### config.mk
export PLATFORM = sky130hd
export DESIGN_NAME = cic_decimator
export DESIGN_NICKNAME = d
export VERILOG_FILES = /design/src/rtl/cic_pkg.sv /design/src/rtl/cic_comb_stage.sv /design/src/rtl/cic_decimator.sv
export SDC_FILE = /design/constraint.sdc
export NUM_CORES = 1
export LEC_CHECK = 0
export CORE_MARGIN = 10
export CORE_UTILIZATION = 60
export CTS_BUF_LIST = sky130_fd_sc_hd__clkbuf_8
export CTS_CLUSTER_DIAMETER = 60
export DETAILED_ROUTE_END_ITERATION = 7
export PLACE_DENSITY = 0.77
export SYNTH_ARGS = -nofsm -noshare
export SYNTH_HDL_FRONTEND = slang
export SYNTH_SLANG_ARGS = --single-unit
### constraint.sdc
create_clock -name CLK_3M -period 4.7 [get_ports CLK_3M]
set_input_delay 0.94 -clock CLK_3M [delete_from_list [all_inputs] [get_ports CLK_3M]]
set_output_delay 0.94 -clock CLK_3M [all_outputs]
set_load 0.01 [all_outputs]
### src/rtl/cic_pkg.sv
// cic_pkg: shared helpers for the CIC decimator (and future interpolator).
//   acc_width  - register width needed for lossless modular CIC arithmetic
//   round_sat  - round half up, drop LSBs, clamp to a signed output range
package cic_pkg;

  function automatic int acc_width(input int n_in, input int order, input int log2_r);
    return n_in + order * log2_r;
  endfunction

  // x is the sign-extended accumulator value. The result fits in out_w bits
  // and is returned sign-extended to 64 bits. drop must be at least 1.
  function automatic logic signed [63:0] round_sat(input logic signed [63:0] x,
                                                   input int drop, input int out_w);
    logic signed [63:0] sum, shr, hi, lo;
    sum = x + (64'sd1 <<< (drop - 1));
    shr = sum >>> drop;
    hi  = (64'sd1 <<< (out_w - 1)) - 64'sd1;
    lo  = -hi - 64'sd1;
    if (shr > hi)      return hi;
    else if (shr < lo) return lo;
    else               return shr;
  endfunction

endpackage

### src/rtl/cic_comb_stage.sv
// cic_comb_stage: one registered comb (differentiator, M=1) section.
//   clk, reset      - clock, synchronous active-high reset
//   in, token_in    - decimated value and its qualifier
//   out, token_out  - difference in - previous(in), qualifier delayed one cycle
// The delay register only advances when a token passes, so the stage runs at
// the decimated rate while the pipeline itself is clocked every cycle.
module cic_comb_stage #(
  parameter int W = 27
) (
  input  logic         clk,
  input  logic         reset,
  input  logic [W-1:0] in,
  input  logic         token_in,
  output logic [W-1:0] out,
  output logic         token_out
);

  logic [W-1:0] dly_q, out_q;
  logic         tok_q;

  always_ff @(posedge clk) begin
    if (reset) begin
      dly_q <= '0;
      out_q <= '0;
      tok_q <= 1'b0;
    end else begin
      tok_q <= token_in;
      if (token_in) begin
        dly_q <= in;
        out_q <= in - dly_q;
      end
    end
  end

  assign out       = out_q;
  assign token_out = tok_q;

endmodule

### src/rtl/cic_decimator.sv
// cic_decimator: ORDER-stage CIC decimator by 2**LOG2_R with rounded,
// saturated output behind a valid/ready handshake.
//   CLK_3M, reset              - clock, synchronous active-high reset
//   sample_in, sample_valid    - signed input sample stream
//   out_data, out_valid        - decimated result, held until consumed
//   out_ready                  - consumer accepts out_data
//   overrun                    - sticky: an unconsumed result was overwritten
module cic_decimator
  import cic_pkg::*;
#(
  parameter int N_BITS_IN  = 9,
  parameter int ORDER      = 3,
  parameter int LOG2_R     = 6,
  parameter int N_BITS_OUT = 16
) (
  input  logic                  CLK_3M,
  input  logic                  reset,
  input  logic [N_BITS_IN-1:0]  sample_in,
  input  logic                  sample_valid,
  output logic [N_BITS_OUT-1:0] out_data,
  output logic                  out_valid,
  input  logic                  out_ready,
  output logic                  overrun
);

  localparam int ACC_W = acc_width(N_BITS_IN, ORDER, LOG2_R);
  localparam int DROP  = ACC_W - N_BITS_OUT;

  // ---------------- integrators ----------------
  logic [ORDER-1:0][ACC_W-1:0] integ_q, integ_d;
  logic [ACC_W-1:0]            sample_ext;

  assign sample_ext = {{(ACC_W-N_BITS_IN){sample_in[N_BITS_IN-1]}}, sample_in};

  // Each stage adds the registered value of the previous stage, so every
  // stage updates together; wrap-around is intentional and cancels in the combs.
  always_comb begin
    integ_d = integ_q;
    if (sample_valid) begin
      integ_d[0] = integ_q[0] + sample_ext;
      for (int k = 1; k < ORDER; k++)
        integ_d[k] = integ_q[k] + integ_q[k-1];
    end
  end

  // ---------------- decimation counter ----------------
  logic [LOG2_R-1:0] cnt_q, cnt_d;
  logic              strobe;

  assign strobe = sample_valid && (cnt_q == '1);
  assign cnt_d  = sample_valid ? cnt_q + LOG2_R'(1) : cnt_q;

  always_ff @(posedge CLK_3M) begin
    if (reset) begin
      integ_q <= '0;
      cnt_q   <= '0;
    end else begin
      integ_q <= integ_d;
      cnt_q   <= cnt_d;
    end
  end

  // ---------------- comb chain ----------------
  // The first comb register doubles as the capture register: it samples the
  // post-update last-integrator value on the strobe cycle.
  logic [ORDER:0][ACC_W-1:0] comb_v;
  logic [ORDER:0]            comb_tok;

  assign comb_v[0]   = integ_d[ORDER-1];
  assign comb_tok[0] = strobe;

  for (genvar k = 0; k < ORDER; k++) begin : g_comb
    cic_comb_stage #(.W(ACC_W)) u_comb (
      .clk       (CLK_3M),
      .reset     (reset),
      .in        (comb_v[k]),
      .token_in  (comb_tok[k]),
      .out       (comb_v[k+1]),
      .token_out (comb_tok[k+1])
    );
  end

  // ---------------- output stage ----------------
  logic [N_BITS_OUT-1:0] out_data_q, out_data_d, rounded;
  logic                  out_valid_q, out_valid_d;
  logic                  overrun_q, overrun_d;
  logic                  new_res;

  assign new_res = comb_tok[ORDER];
  assign rounded = N_BITS_OUT'(round_sat(64'(signed'(comb_v[ORDER])), DROP, N_BITS_OUT));

  always_comb begin
    out_data_d  = out_data_q;
    out_valid_d = out_valid_q;
    overrun_d   = overrun_q;
    if (new_res) begin
      out_data_d  = rounded;
      out_valid_d = 1'b1;
      // A same-cycle transfer consumes the old word, so that is not an overrun.
      if (out_valid_q && !out_ready) overrun_d = 1'b1;
    end else if (out_valid_q && out_ready) begin
      out_valid_d = 1'b0;
    end
  end

  always_ff @(posedge CLK_3M) begin
    if (reset) begin
      out_data_q  <= '0;
      out_valid_q <= 1'b0;
      overrun_q   <= 1'b0;
    end else begin
      out_data_q  <= out_data_d;
      out_valid_q <= out_valid_d;
      overrun_q   <= overrun_d;
    end
  end

  assign out_data  = out_data_q;
  assign out_valid = out_valid_q;
  assign overrun   = overrun_q;

endmodule

; Word level (Yosys, flattened, before mapping)
; Index checks and enable logic that the tools add are counted.
[totals]
register_bits = 270
in_bits = 13
output_inout_bits = 18
wordCells = 38
[op_classes]
n_addsub = 8
magnitude_cmp = 2
eq_ne = 1
n_mux = 5
n_reduce_logical = 6
[op_table]
columns = operator, n
row1 = 27-bit adder, 3
row2 = 81-bit 2-to-1 mux, 1
row3 = 27-bit subtractor, 3
row4 = 16-bit 2-to-1 mux, 2
row5 = "27-bit by 12-bit adder with 28-bit output, second input constant", 1
row6 = "17-bit by 16-bit > comparator with 1-bit output, second input constant", 1
row7 = "17-bit by 16-bit less-than comparator with 1-bit output, second input constant", 1
row8 = "6-bit by 1-bit adder with 6-bit output, second input constant", 1
row9 = "6-bit == test, second input constant", 1
row10 = 1-bit logical AND, 3
row11 = 1-bit 2-to-1 mux, 2
row12 = 2-bit AND reduction, 1
row13 = 2-bit nonzero test, 1
row14 = 1-bit logical NOT, 1

; Depth between registers and ports, before layout
; Gate-level depths: netlist of the first run.
[logic_depth]
depth_word = 4
depth_mapped = 22
mapped_depth_nobuf = 22

; By module
; A second synthesis of the first run with hierarchy kept.
[hier_totals]
cells_unflattened = 2242
area_unflattened_um2 = 18514.0
[modules_own_cells]
columns = mod, instances, cells_per_inst, area_per_inst_um2, seq_area_each_um2
row1 = cic_decimator, 1, 959, 7901.3, 2102.0
row2 = cic_comb_stage (g_comb[1].u_comb ...), 2, 419, 3479.6, 1101.1
row3 = cic_comb_stage (g_comb[0].u_comb), 1, 445, 3653.5, 1101.1

; Worst setup path before layout of the first run
; No wires, ideal clock.
[synth_timing]
path_type = input port to flip-flop
startpoint = input port sample_valid
endpoint = register g_comb[0].u_comb.out_q[26]
setup_ns = 0.092
arrival_ns = 4.157
required_time_ns = 4.608
slack_ns = 0.451
stages = 16
path_buffers = 2
path_cell_list = clkbuf_1 -> clkbuf_1 -> mux2i_1 -> ha_1 -> inv_1 -> fa_1 -> a211oi_2 -> o21ai_1 -> a31oi_2 -> o21ai_2 -> a21oi_2 -> o21ai_1 -> o41ai_2 -> xnor2_1 -> and3_1 -> nor4_1
[synth_between]
elab_chain_len = 2
word_cells_on_any_way = 3
cone_classes = add/sub: 1 / mux: 1 / reduce/logical: 1
[synth_lines]
columns = element, line
row1 = from (decl), cic_decimator.sv:19  ; input logic sample_valid,
row2 = 81-bit 2-to-1 mux, cic_decimator.sv:39  ; if (sample_valid) begin
row3 = 27-bit subtractor, cic_comb_stage.sv:30  ; out_q <= in - dly_q;
row4 = to (signal assigned), cic_comb_stage.sv:30
row5 = to (decl), cic_comb_stage.sv:18  ; logic [W-1:0] dly_q, out_q;
; Several ways; a longest one is shown, not always the timed one.
; A chain may end at the register's enable or synchronous reset.

==> flow_summary_export.csv, run 1 <==
group,metric,value,unit
synth,synth_top_flop_cell,"dfxtp_1",
power_and_ir_drop,p_int,4370,uW
floorplanning,rows,60,
sta,slew_headroom,32.4,%
sta,setup_viol,0,
drt,first_iter_violations,727,
cells_and_area,fin_util,67.4,%
drt,firstDrtPassIters,5,
cts,cts_tree,"built",
drt,drc,0,
cells_and_area,area_delta_synth_final,10.3,%
setup_path,rr_endpoint,"g_comb[0].u_comb.out[26]$_SDFFE_PP0P_",
cts,clk_latency,580,ps
floorplanning,die_x,186,microns
sta,hold_ws,459,ps
sta,skew,38.1,ps
cts,clk_path_buf_depth,3,
floorplanning,io_pins,31,
setup_path,critical_path_class,"reg2reg",
setup_path,r2r_start,"integ_q[37]$_SDFFE_PP0P_",
cts,path_clk_slew,60,ps
cells_and_area,num-nets-final,2178,
setup_path,cp_max_fo,5,
drt,avgRoutedWirePerCell,15.0,microns
global_route,antenna_found_initial,0,
setup_path,startpoint_type,"flip-flop",
sta,finalWorstSetupSlack,247,ps
min_path,hold_depth,2,
placement,gp_congestion,0.908,
min_path,worstHoldStart,"g_comb[0].u_comb.dly_q[1]$_SDFFE_PP0P_",
power_and_ir_drop,finalPower,6260,uW
synth,synth_area_per_cell,8.33,sq um
synth,async_flop_share,0,%
power_and_ir_drop,netSwitchingFraction,30.2,%
synth,ys_types,79,
synth,netlist_instances,1978,
power_and_ir_drop,pwr-share-clk,37.6,%
cts,cts-htree-levels,2,
run,cap_viol_max_count,0,
power_and_ir_drop,irDropWorstVdd,0.000250,V
global_route,grt_usage,20.7,%
sta,period_share,94.8,%
synth,syn-cell-area,16500,sq um
synth,synth_edf_count,0,
cts,ctsRootBufferMaster,"clkbuf_8",
drt,via_per_inst,5.79,
cells_and_area,multiInputGateArea,10500,sq um
cells_and_area,fillers,2230,
floorplanning,die_height,186,microns
drt,vias,13800,
floorplanning,core_area,27000,sq um
status,status,"finished, final reports clean",
sta,layout_min_cycle_time,4450,ps
global_route,overflow,0,
sta,fmax,225,MHz
drt,ant_nets,0,
sta,hold_viol,0,
cells_and_area,final_common_cell,"dfxtp_1",
cts,cts.sinks,260,
synth,synth_seq_cells,260,
global_route,grt_max_degree,108,
synth,ys_seq_area_share,31.6,%
setup_path,endpoint_kind,"flip-flop",
power_and_ir_drop,p_sw,1890,uW
power_and_ir_drop,p_per_area,345,nW/um^2
setup_path,worstPathRequired,5170,ps
cts,cts_made_buffers,46,
setup_path,r2r_cells,18,
setup_path,critPathArrivalTime,4930,ps
cells_and_area,drive_above_1_share,6.96,%
sta,slew_violations,0,
min_path,min_to,"g_comb[0].u_comb.dly_q[1]$_SDFFE_PP0P_",
global_route,grt_pass1_vias,13100,
sta,worstMarginPinSlew,1010,ps
floorplanning,start_util,61.1,%
setup_path,r2r_setup_slack,250,ps
cts,cts_hold_buf,0,
synth,syn_nets,2153,
drt,routed_wl,35.8,mm
power_and_ir_drop,p_leak,0.00790,uW
global_route,grt_pass1_wl,61.1,mm
placement,pre_cts_slack,188,ps
power_and_ir_drop,comb_power_share,24.3,%
floorplanning,dieArea,34500,sq um
power_and_ir_drop,seqPwrFrac,38.1,%
min_path,hold_class,"reg2reg",
placement,detailed_place_hpwl,25.9,mm
cells_and_area,n_antenna_cell,0,
cells_and_area,final_cell_mix,"dfxtp_1, nor2_1, ha_1, inv_1, a21oi_1",
placement,port-buffer-count,30,
cells_and_area,regArea,5210,sq um
synth,yosysWarnings,0,
## what timing repair did
| action | 4_1_cts | 5_1_grt |
|---|---|---|
| resized for setup | 0 | 7 |
| setup buffers | 0 | 2 |
| endpoints found under the setup margin | 0 | 5 |
## stage by stage
step	TNS, ps	area [sq um]	instances
after CTS	0	18100	2380
final	0	18200	2382
after floorplan	0	16500	1978
after detailed placement	0	17100	2294
after global placement	0	17100	2294
after global routing	-2.83	18200	2382
## cells in the mapped netlist (all sizes together), types with 8 or more instances
cell type    n  share of area (%)
o211ai       8               0.40
o31ai        9               0.44
a21oi      149                4.6
and3        20               0.76
xnor2       71                3.8
nor3        34                1.0
mux2i      113                6.9
or3         15               0.58
nand4       10               0.38
o21a        19               0.87
buf         10               0.23
dfxtp      260                 32
a21o        83                3.8
nand3b       8               0.36
o21bai      14               0.64
nand2b      21               0.80
nor2       257                5.9
xor2        50                2.7
nand3       35                1.1
a31oi       13               0.53
nand2      136                3.1
and4         8               0.44
a211oi      53                2.5
o21ai       86                2.7
ha         157                 12
clkbuf      62                1.4
nor2b       30                1.1
inv        135                3.1
## kinds of logic (layout without fill, tap and decap cells)
kind of cell,count (synthesis),in the layout,synth area share [%]
adders and majority gates,162,162,12.5
AOI/OAI and AO/OA,501,501,20.4
and+or+nand+nor,606,606,16.9
xor gates and xnor gates,121,121,6.43
muxes,120,120,7.35
buffers and inverters,208,271,4.74
DFF,260,260,31.6
## sequential cells by signal, summed over array words and instances (netlist names)
register	count
integ_q	81
overrun	1
out_data	16
g_comb.u_comb.out	71
out_valid	1
g_comb.u_comb.token_out	3
cnt_q	6
g_comb.u_comb.dly_q	81
## worst max-delay path, stage by stage (launching register included)
cell and delay, ps:
dfxtp_1 330, ha_1 370, and3_1 250, and4_4 200, a2111o_1 430, o21ai_2 200
o21ai_2 110, a31oi_1 250, xnor2_1 90, mux2_2 300, ha_1 350, or3_1 360
o211ai_1 110, a2bb2oi_1 170, o21ai_1 110, o41ai_2 240, xnor2_1 110, and3_1 180
nor4_1 190
## area by class of cell
cell class	count	area share, %
clock buffers	58	4.40
clock inverters	28	1.41
inverters	136	2.81
multi-input cells	1510	57.8
flip-flops and latches	260	28.7
well taps	341	2.35
repair buffers	49	2.51
## layer usage
| metal | vias up | wire length [microns] | global-route usage, % |
|---|---|---|---|
| met5 | - | 0 | 0 |
| met2 | 243 | 17300 | 36.1 |
| met4 | 0 | 841 | 6.26 |
| met3 | 64 | 1280 | 2.79 |
| li1 | 7053 | - | - |
| met1 | 6434 | 16300 | 25.8 |
## power by group through the flow
stage          registers [uW]  logic (uW)  clock network [uW]
3_5_place_dp             2430        1500                   0
2_1_floorplan            2390        1230                   0
6_report                 2390        1520                2350
5_1_grt                  2400        1700                2500
4_1_cts                  2390        1510                2400
3_3_place_gp             2430        1450                   0
## worst max path at each step
stage | startpoint | endpoint | slack (ps)
2_1_floorplan | sample_valid | g_comb[0].u_comb.out[26]$_SDFFE_PP0P_ | 450
3_3_place_gp | integ_q[27]$_SDFFE_PP0P_ | g_comb[0].u_comb.out[19]$_SDFFE_PP0P_ | 310
3_5_place_dp | integ_q[27]$_SDFFE_PP0P_ | g_comb[0].u_comb.out[19]$_SDFFE_PP0P_ | 190
4_1_cts | integ_q[27]$_SDFFE_PP0P_ | g_comb[0].u_comb.out[19]$_SDFFE_PP0P_ | 170
5_1_grt | integ_q[37]$_SDFFE_PP0P_ | g_comb[0].u_comb.out[26]$_SDFFE_PP0P_ | -3
6_report | integ_q[37]$_SDFFE_PP0P_ | g_comb[0].u_comb.out[26]$_SDFFE_PP0P_ | 250
Power figures use the tool's default switching activity.
==> run 2, diff against run 1 <==
==> constraint.sdc (replaced) <==
create_clock -name CLK_3M -period 5.7 [get_ports CLK_3M]
set_input_delay 1.14 -clock CLK_3M [delete_from_list [all_inputs] [get_ports CLK_3M]]
set_output_delay 1.14 -clock CLK_3M [all_outputs]
set_load 0.01 [all_outputs]
==> flow_summary_export.csv, run 2 (synthesis gave the netlist of run 1 again) <==
group,metric,value,unit
status,status,"finished, final reports clean",
cts,ctsRootBufferMaster,"clkbuf_8",
cts,path_clk_slew,60,ps
global_route,overflow,0,
sta,slew_headroom,29.3,%
power_and_ir_drop,pwr-share-clk,34.7,%
power_and_ir_drop,p_per_area,272,nW/um^2
floorplanning,start_util,61.1,%
cells_and_area,final_common_cell,"dfxtp_1",
drt,ant_nets,0,
placement,detailed_place_hpwl,25.1,mm
floorplanning,rows,60,
setup_path,critical_path_class,"reg2reg",
drt,via_per_inst,5.71,
power_and_ir_drop,p_int,3360,uW
global_route,grt_max_degree,141,
cts,cts_hold_buf,0,
cts,cts.sinks,260,
sta,setup_viol,0,
sta,worstMarginPinSlew,1060,ps
cts,postCtsSetupBuffers,0,
floorplanning,die_height,186,microns
cts,cts-htree-levels,2,
run,cap_viol_max_count,0,
drt,avgRoutedWirePerCell,14.5,microns
sta,rsz0062_at_grt,"no",
global_route,grt_usage,19.9,%
setup_path,critical_path.cell_chain,"ha_1 -> inv_1 -> fa_1 -> nor2b_1 -> o31a_1 -> o21a_1 -> o21ai_2 -> o21ai_1 -> a31oi_1 -> xnor2_1 -> mux2_2 -> ha_1 -> or3_1 -> o211ai_1 -> a2bb2oi_1 -> o21ai_1 -> o41ai_2 -> xnor2_1 -> and3_1 -> nor4_1",
global_route,grt_pass1_vias,12900,
sta,layout_min_cycle_time,4580,ps
sta,slew_violations,0,
cts,clk_latency,570,ps
floorplanning,dieArea,34500,sq um
drt,routed_wl,34.4,mm
setup_path,startpoint_type,"flip-flop",
power_and_ir_drop,p_sw,1530,uW
sta,fmax,218,MHz
sta,hold_ws,465,ps
cells_and_area,num-nets-final,2168,
cells_and_area,area_delta_synth_final,8.86,%
placement,port-buffer-count,30,
cts,clk_path_buf_depth,3,
global_route,grtUsageMet3,3.12,%
placement,gp_congestion,0.885,
setup_path,endpoint_kind,"flip-flop",
drt,first_iter_violations,718,
setup_path,cp_max_fo,5,
cells_and_area,fin_util,66.5,%
setup_path,path_buf_inv,1,
cts,cts_made_buffers,45,
power_and_ir_drop,finalPower,4880,uW
drt,firstDrtPassIters,5,
drt,vias,13500,
setup_path,r2r_setup_slack,1120,ps
floorplanning,core_area,27000,sq um
setup_path,slowest_delay,370,ps
sta,setup_tns,0,ps
global_route,met1_usage,23.2,%
global_route,grt.met2_usage,36.3,%
sta,period_share,80.4,%
power_and_ir_drop,p_leak,0.00778,uW
setup_path,critPathArrivalTime,5060,ps
min_path,hold_class,"reg2reg",
global_route,grt_pass1_wl,59.0,mm
cts,cts_resized,0,
sta,hold_viol,0,
setup_path,critPathTopFamily,"compound AO/OA/AOI/OAI gates",
cts,cts_tree,"built",
power_and_ir_drop,netSwitchingFraction,31.2,%
sta,skew,41.7,ps
global_route,grt_busiest_layer,"met2",
cells_and_area,drive_above_1_share,6.16,%
cells_and_area,n_antenna_cell,0,
power_and_ir_drop,irDropWorstVdd,0.000221,V
setup_path,critPathSlowestCell,"dfxtp_1",
floorplanning,io_pins,31,
global_route,antenna_found_initial,0,
drt,drc,0,
power_and_ir_drop,comb_power_share,25.1,%
floorplanning,die_x,186,microns
setup_path,worstPathRequired,6170,ps
cells_and_area,final_cell_mix,"dfxtp_1, nor2_1, ha_1, inv_1, a21oi_1",
power_and_ir_drop,seqPwrFrac,40.3,%
## run 2: tightest hold or removal path, stage by stage (launching register included)
cell and delay, ps:
dfxtp_1 310, nand2_1 50, a21oi_1 60
## run 2: layer usage
layer | routed length, microns | part of all wire [%] | vias to the layer above
met5 | 0 | 0 | -
li1 | - | - | 7014
met3 | 1030 | 3.0 | 72
met1 | 15600 | 45 | 6273
met2 | 16900 | 49 | 178
met4 | 862 | 2.5 | 0
## run 2: final timing paths
| path | start | end | depth (start not counted) |
|---|---|---|---|
| worst max-delay path | integ_q[27]$_SDFFE_PP0P_ | g_comb[0].u_comb.out[26]$_SDFFE_PP0P_ | 20 |
| worst min-delay path | g_comb[0].u_comb.dly_q[25]$_SDFFE_PP0P_ | g_comb[0].u_comb.dly_q[25]$_SDFFE_PP0P_ | 2 |
| worst max register to register | integ_q[27]$_SDFFE_PP0P_ | g_comb[0].u_comb.out[26]$_SDFFE_PP0P_ | 20 |
| worst min register to register | g_comb[0].u_comb.dly_q[25]$_SDFFE_PP0P_ | g_comb[0].u_comb.dly_q[25]$_SDFFE_PP0P_ | 2 |
## run 2: area by class of cell
type                            count  area, sq um
Clock inverter                     25          124
Fill cell                        2269         9020
Inverter                          136          510
Sequential cell                   260         5210
Clock buffer                       58          798
Timing Repair Buffer               40          377
Multi-Input combinational cell   1510        10500
Tap cell                          341          427
## run 2: metrics by stage
stage | worst slack, ps | std cells | cell area (sq um)
finish | 1120 | 2370 | 17900
global route | 732 | 2370 | 17900
CTS | 1110 | 2370 | 17900
detailed placement | 988 | 2287 | 17000
global placement | 1050 | 2287 | 17000
floorplan | 1250 | 1978 | 16500
## run 2: power groups by stage
stage | Clock, uW | Combinational [uW] | Sequential, uW
6_report | 1690 | 1220 | 1970
4_1_cts | 1740 | 1220 | 1960
3_5_place_dp | 0 | 1210 | 2000
5_1_grt | 1830 | 1370 | 1970
2_1_floorplan | 0 | 1010 | 1970
3_3_place_gp | 0 | 1180 | 2000
==> run 3, diff against run 2 <==
--- a/config.mk
+++ b/config.mk
@@ -6,11 +6,11 @@
 export NUM_CORES = 1
 export LEC_CHECK = 0
 export CORE_MARGIN = 10
-export CORE_UTILIZATION = 60
+export CORE_UTILIZATION = 59
 export CTS_BUF_LIST = sky130_fd_sc_hd__clkbuf_8
 export CTS_CLUSTER_DIAMETER = 60
 export DETAILED_ROUTE_END_ITERATION = 7
-export PLACE_DENSITY = 0.77
+export PLACE_DENSITY = 0.79
 export SYNTH_ARGS = -nofsm -noshare
 export SYNTH_HDL_FRONTEND = slang
 export SYNTH_SLANG_ARGS = --single-unit
==> constraint.sdc (replaced) <==
create_clock -name CLK_3M -period 4.05 [get_ports CLK_3M]
set_input_delay 0.81 -clock CLK_3M [delete_from_list [all_inputs] [get_ports CLK_3M]]
set_output_delay 0.81 -clock CLK_3M [all_outputs]
set_load 0.01 [all_outputs]
==> flow_summary_export.csv, run 3 (synthesis gave the netlist of run 1 again) <==
group,metric,value,unit
placement,detailed_place_hpwl,26.9,mm
cells_and_area,final_cell_mix,"nor2_1, dfxtp_1, inv_1, ha_1, nand2_1",
sta,hold_viol,0,
power_and_ir_drop,p_per_area,385,nW/um^2
floorplanning,io_pins,31,
min_path,hold_depth,2,
sta,skew,22.1,ps
min_path,min_to,"g_comb[0].u_comb.dly_q[23]$_SDFFE_PP0P_",
cts,clk_path_buf_depth,3,
status,status,"finished with violations",
sta,rsz0062_at_grt,"yes",
global_route,grt_pass1_vias,14000,
status,violations,"setup timing",
drt,firstDrtPassIters,5,
placement,port-buffer-count,30,
global_route,grt_usage,20.8,%
floorplanning,die_height,187,microns
setup_path,critPathSlowestCell,"a2111o_1",
drt,first_iter_violations,773,
setup_path,r2r_cells,22,
cts,cts.sinks,260,
cells_and_area,multiInputGateArea,11000,sq um
global_route,antenna_found_initial,0,
cts,cts_tree,"built",
drt,vias,14400,
cts,cts_hold_buf,0,
cells_and_area,fillers,2138,
setup_path,critical_path.cell_chain,"ha_4 -> a21oi_1 -> o21ai_1 -> a2111o_1 -> o21ai_2 -> o21ai_2 -> buf_4 -> xor2_1 -> mux2i_1 -> inv_1 -> ha_4 -> buf_6 -> a21o_1 -> o21bai_1 -> a21o_1 -> a21o_1 -> a21o_1 -> a21oi_2 -> o41ai_2 -> xor2_1 -> nand2_1 -> a21oi_1",
drt,via_per_inst,5.69,
cells_and_area,final_common_cell,"nor2_1",
power_and_ir_drop,p_leak,0.00843,uW
floorplanning,rows,61,
floorplanning,die_x,187,microns
cells_and_area,layout.cells.non_filler,2523,
cells_and_area,num-nets-final,2286,
setup_path,endpoint_kind,"flip-flop",
floorplanning,start_util,59.6,%
cells_and_area,fin_util,70.2,%
setup_path,critPathTopFamily,"compound AO/OA/AOI/OAI gates",
cells_and_area,drive_above_1_share,14.5,%
min_path,hold_class,"reg2reg",
sta,hold_ws,459,ps
drt,drc,0,
setup_path,rr_endpoint,"g_comb[0].u_comb.out[23]$_SDFFE_PP0P_",
sta,slew_violations,0,
setup_path,r2r_setup_slack,-60,ps
run,cap_viol_max_count,0,
sta,setup_viol,2,
setup_path,slowest_delay,450,ps
cells_and_area,regArea,5220,sq um
global_route,grt_max_degree,98,
sta,finalWorstSetupSlack,-58.8,ps
cts,ctsRootBufferMaster,"clkbuf_8",
global_route,grt_pass1_wl,63.9,mm
placement,numPlacedInstances,2421,
drt,routed_wl,38.4,mm
placement,pre_cts_slack,-175,ps
sta,slew_headroom,30.4,%
cells_and_area,area_delta_synth_final,17.8,%
setup_path,cpMostUsedCell,"a21o_1",
sta,worstMarginPinSlew,1040,ps
setup_path,critical_path_class,"reg2reg",
cells_and_area,n_antenna_cell,0,
setup_path,critPathArrivalTime,4540,ps
cts,path_clk_slew,60,ps
drt,ant_nets,0,
global_route,overflow,0,
drt,met3_length,1.34,mm
sta,period_share,101,%
drt,wl_met1,16.7,mm
floorplanning,core_area,27600,sq um
sta,layout_min_cycle_time,4110,ps
drt,avgRoutedWirePerCell,15.2,microns
sta,fmax,243,MHz
setup_path,cp_max_fo,3,
floorplanning,dieArea,35000,sq um
power_and_ir_drop,irDropWorstVdd,0.000278,V
cts,cts_made_buffers,46,
cts,clk_latency,570,ps
setup_path,worstPathRequired,4480,ps
power_and_ir_drop,finalPower,7470,uW
setup_path,startpoint_type,"flip-flop",
setup_path,path_buf_inv,3,
setup_path,r2r_start,"integ_q[64]$_SDFF_PP0_",
drt,top_layer,"met4",
min_path,worstHoldStart,"g_comb[0].u_comb.dly_q[23]$_SDFFE_PP0P_",
placement,gp_congestion,0.870,
cts,cts-htree-levels,2,
drt,wl_met2,19.2,mm
==> run 3: cell types whose count changed in the layout (fill, tap and decap cells not counted), moves of 5 or more <==
cell     before  now
o21ai_0      66   57
a21oi_1     146  135
ha_1        157  137
dfxtp_1     258  249
a21oi_2       3   14
buf_4        11  124
ha_4          0   18
dfxtp_2       2   11
o21ai_2       4    9
==> run 3: worst reg2reg max path, delay by kind of cell (launching register included) <==
family | cells | cell delay (ps)
AOI/OAI and AO/OA | 13 | 2110
adders and majority gates | 2 | 470
DFF | 1 | 370
buffers and inverters | 3 | 370
xor gates and xnor gates | 2 | 310
muxes | 1 | 260
and+or+nand+nor | 1 | 80
==> run 3: what timing repair did <==
item	in CTS	in global routing
pin swaps	28	53
endpoints found under the hold margin	0	0
gates resized for setup	38	54
setup endpoints to repair	6	13
setup buffers	12	8
==> run 3: cell type report <==
type | instances | area share (%)
Multi-Input combinational cell | 1510 | 56.5
Sequential cell | 260 | 26.9
Timing Repair Buffer | 157 | 6.64
Clock buffer | 59 | 4.19
Inverter | 136 | 2.63
Tap cell | 378 | 2.44
Clock inverter | 23 | 0.677
==> run 3: worst max path at each step <==
stage	start	to	slack, ps	cells after the start
after CTS	integ_q[54]$_SDFF_PP0_	g_comb[0].u_comb.out[26]$_SDFFE_PP0P_	-50	20
after floorplan	integ_q[39]$_SDFFE_PP0P_	g_comb[0].u_comb.out[26]$_SDFFE_PP0P_	20	18
after global routing	integ_q[36]$_SDFFE_PP0P_	g_comb[0].u_comb.out[23]$_SDFFE_PP0P_	-210	22
final	integ_q[64]$_SDFF_PP0_	g_comb[0].u_comb.out[23]$_SDFFE_PP0P_	-60	22
after global placement	integ_q[27]$_SDFFE_PP0P_	g_comb[0].u_comb.out[26]$_SDFFE_PP0P_	-40	20
after detailed placement	integ_q[27]$_SDFFE_PP0P_	g_comb[0].u_comb.out[26]$_SDFFE_PP0P_	-180	20
==> run 3: routing by layer <==
metal  GRT usage (%)  vias to the layer above
li1                -                     7299
met3            3.30                       84
met2            36.9                      242
met5               0                        -
met1            24.4                     6742
met4            8.03                        0
==> run 3: through the flow <==
| stage | cell area, sq um | setup TNS (ps) |
|---|---|---|
| floorplan | 16500 | 0 |
| global placement | 17800 | -58.8 |
| detailed placement | 17800 | -420 |
| CTS | 19000 | -62.9 |
| global route | 19400 | -1100 |
| finish | 19400 | -62.3 |
==> run 3: power by group <==
part / internal, uW / switching [uW]
Combinational: 1080 / 1140
Clock: 1370 / 1090
Sequential: 2670 / 111
Total: 5120 / 2350
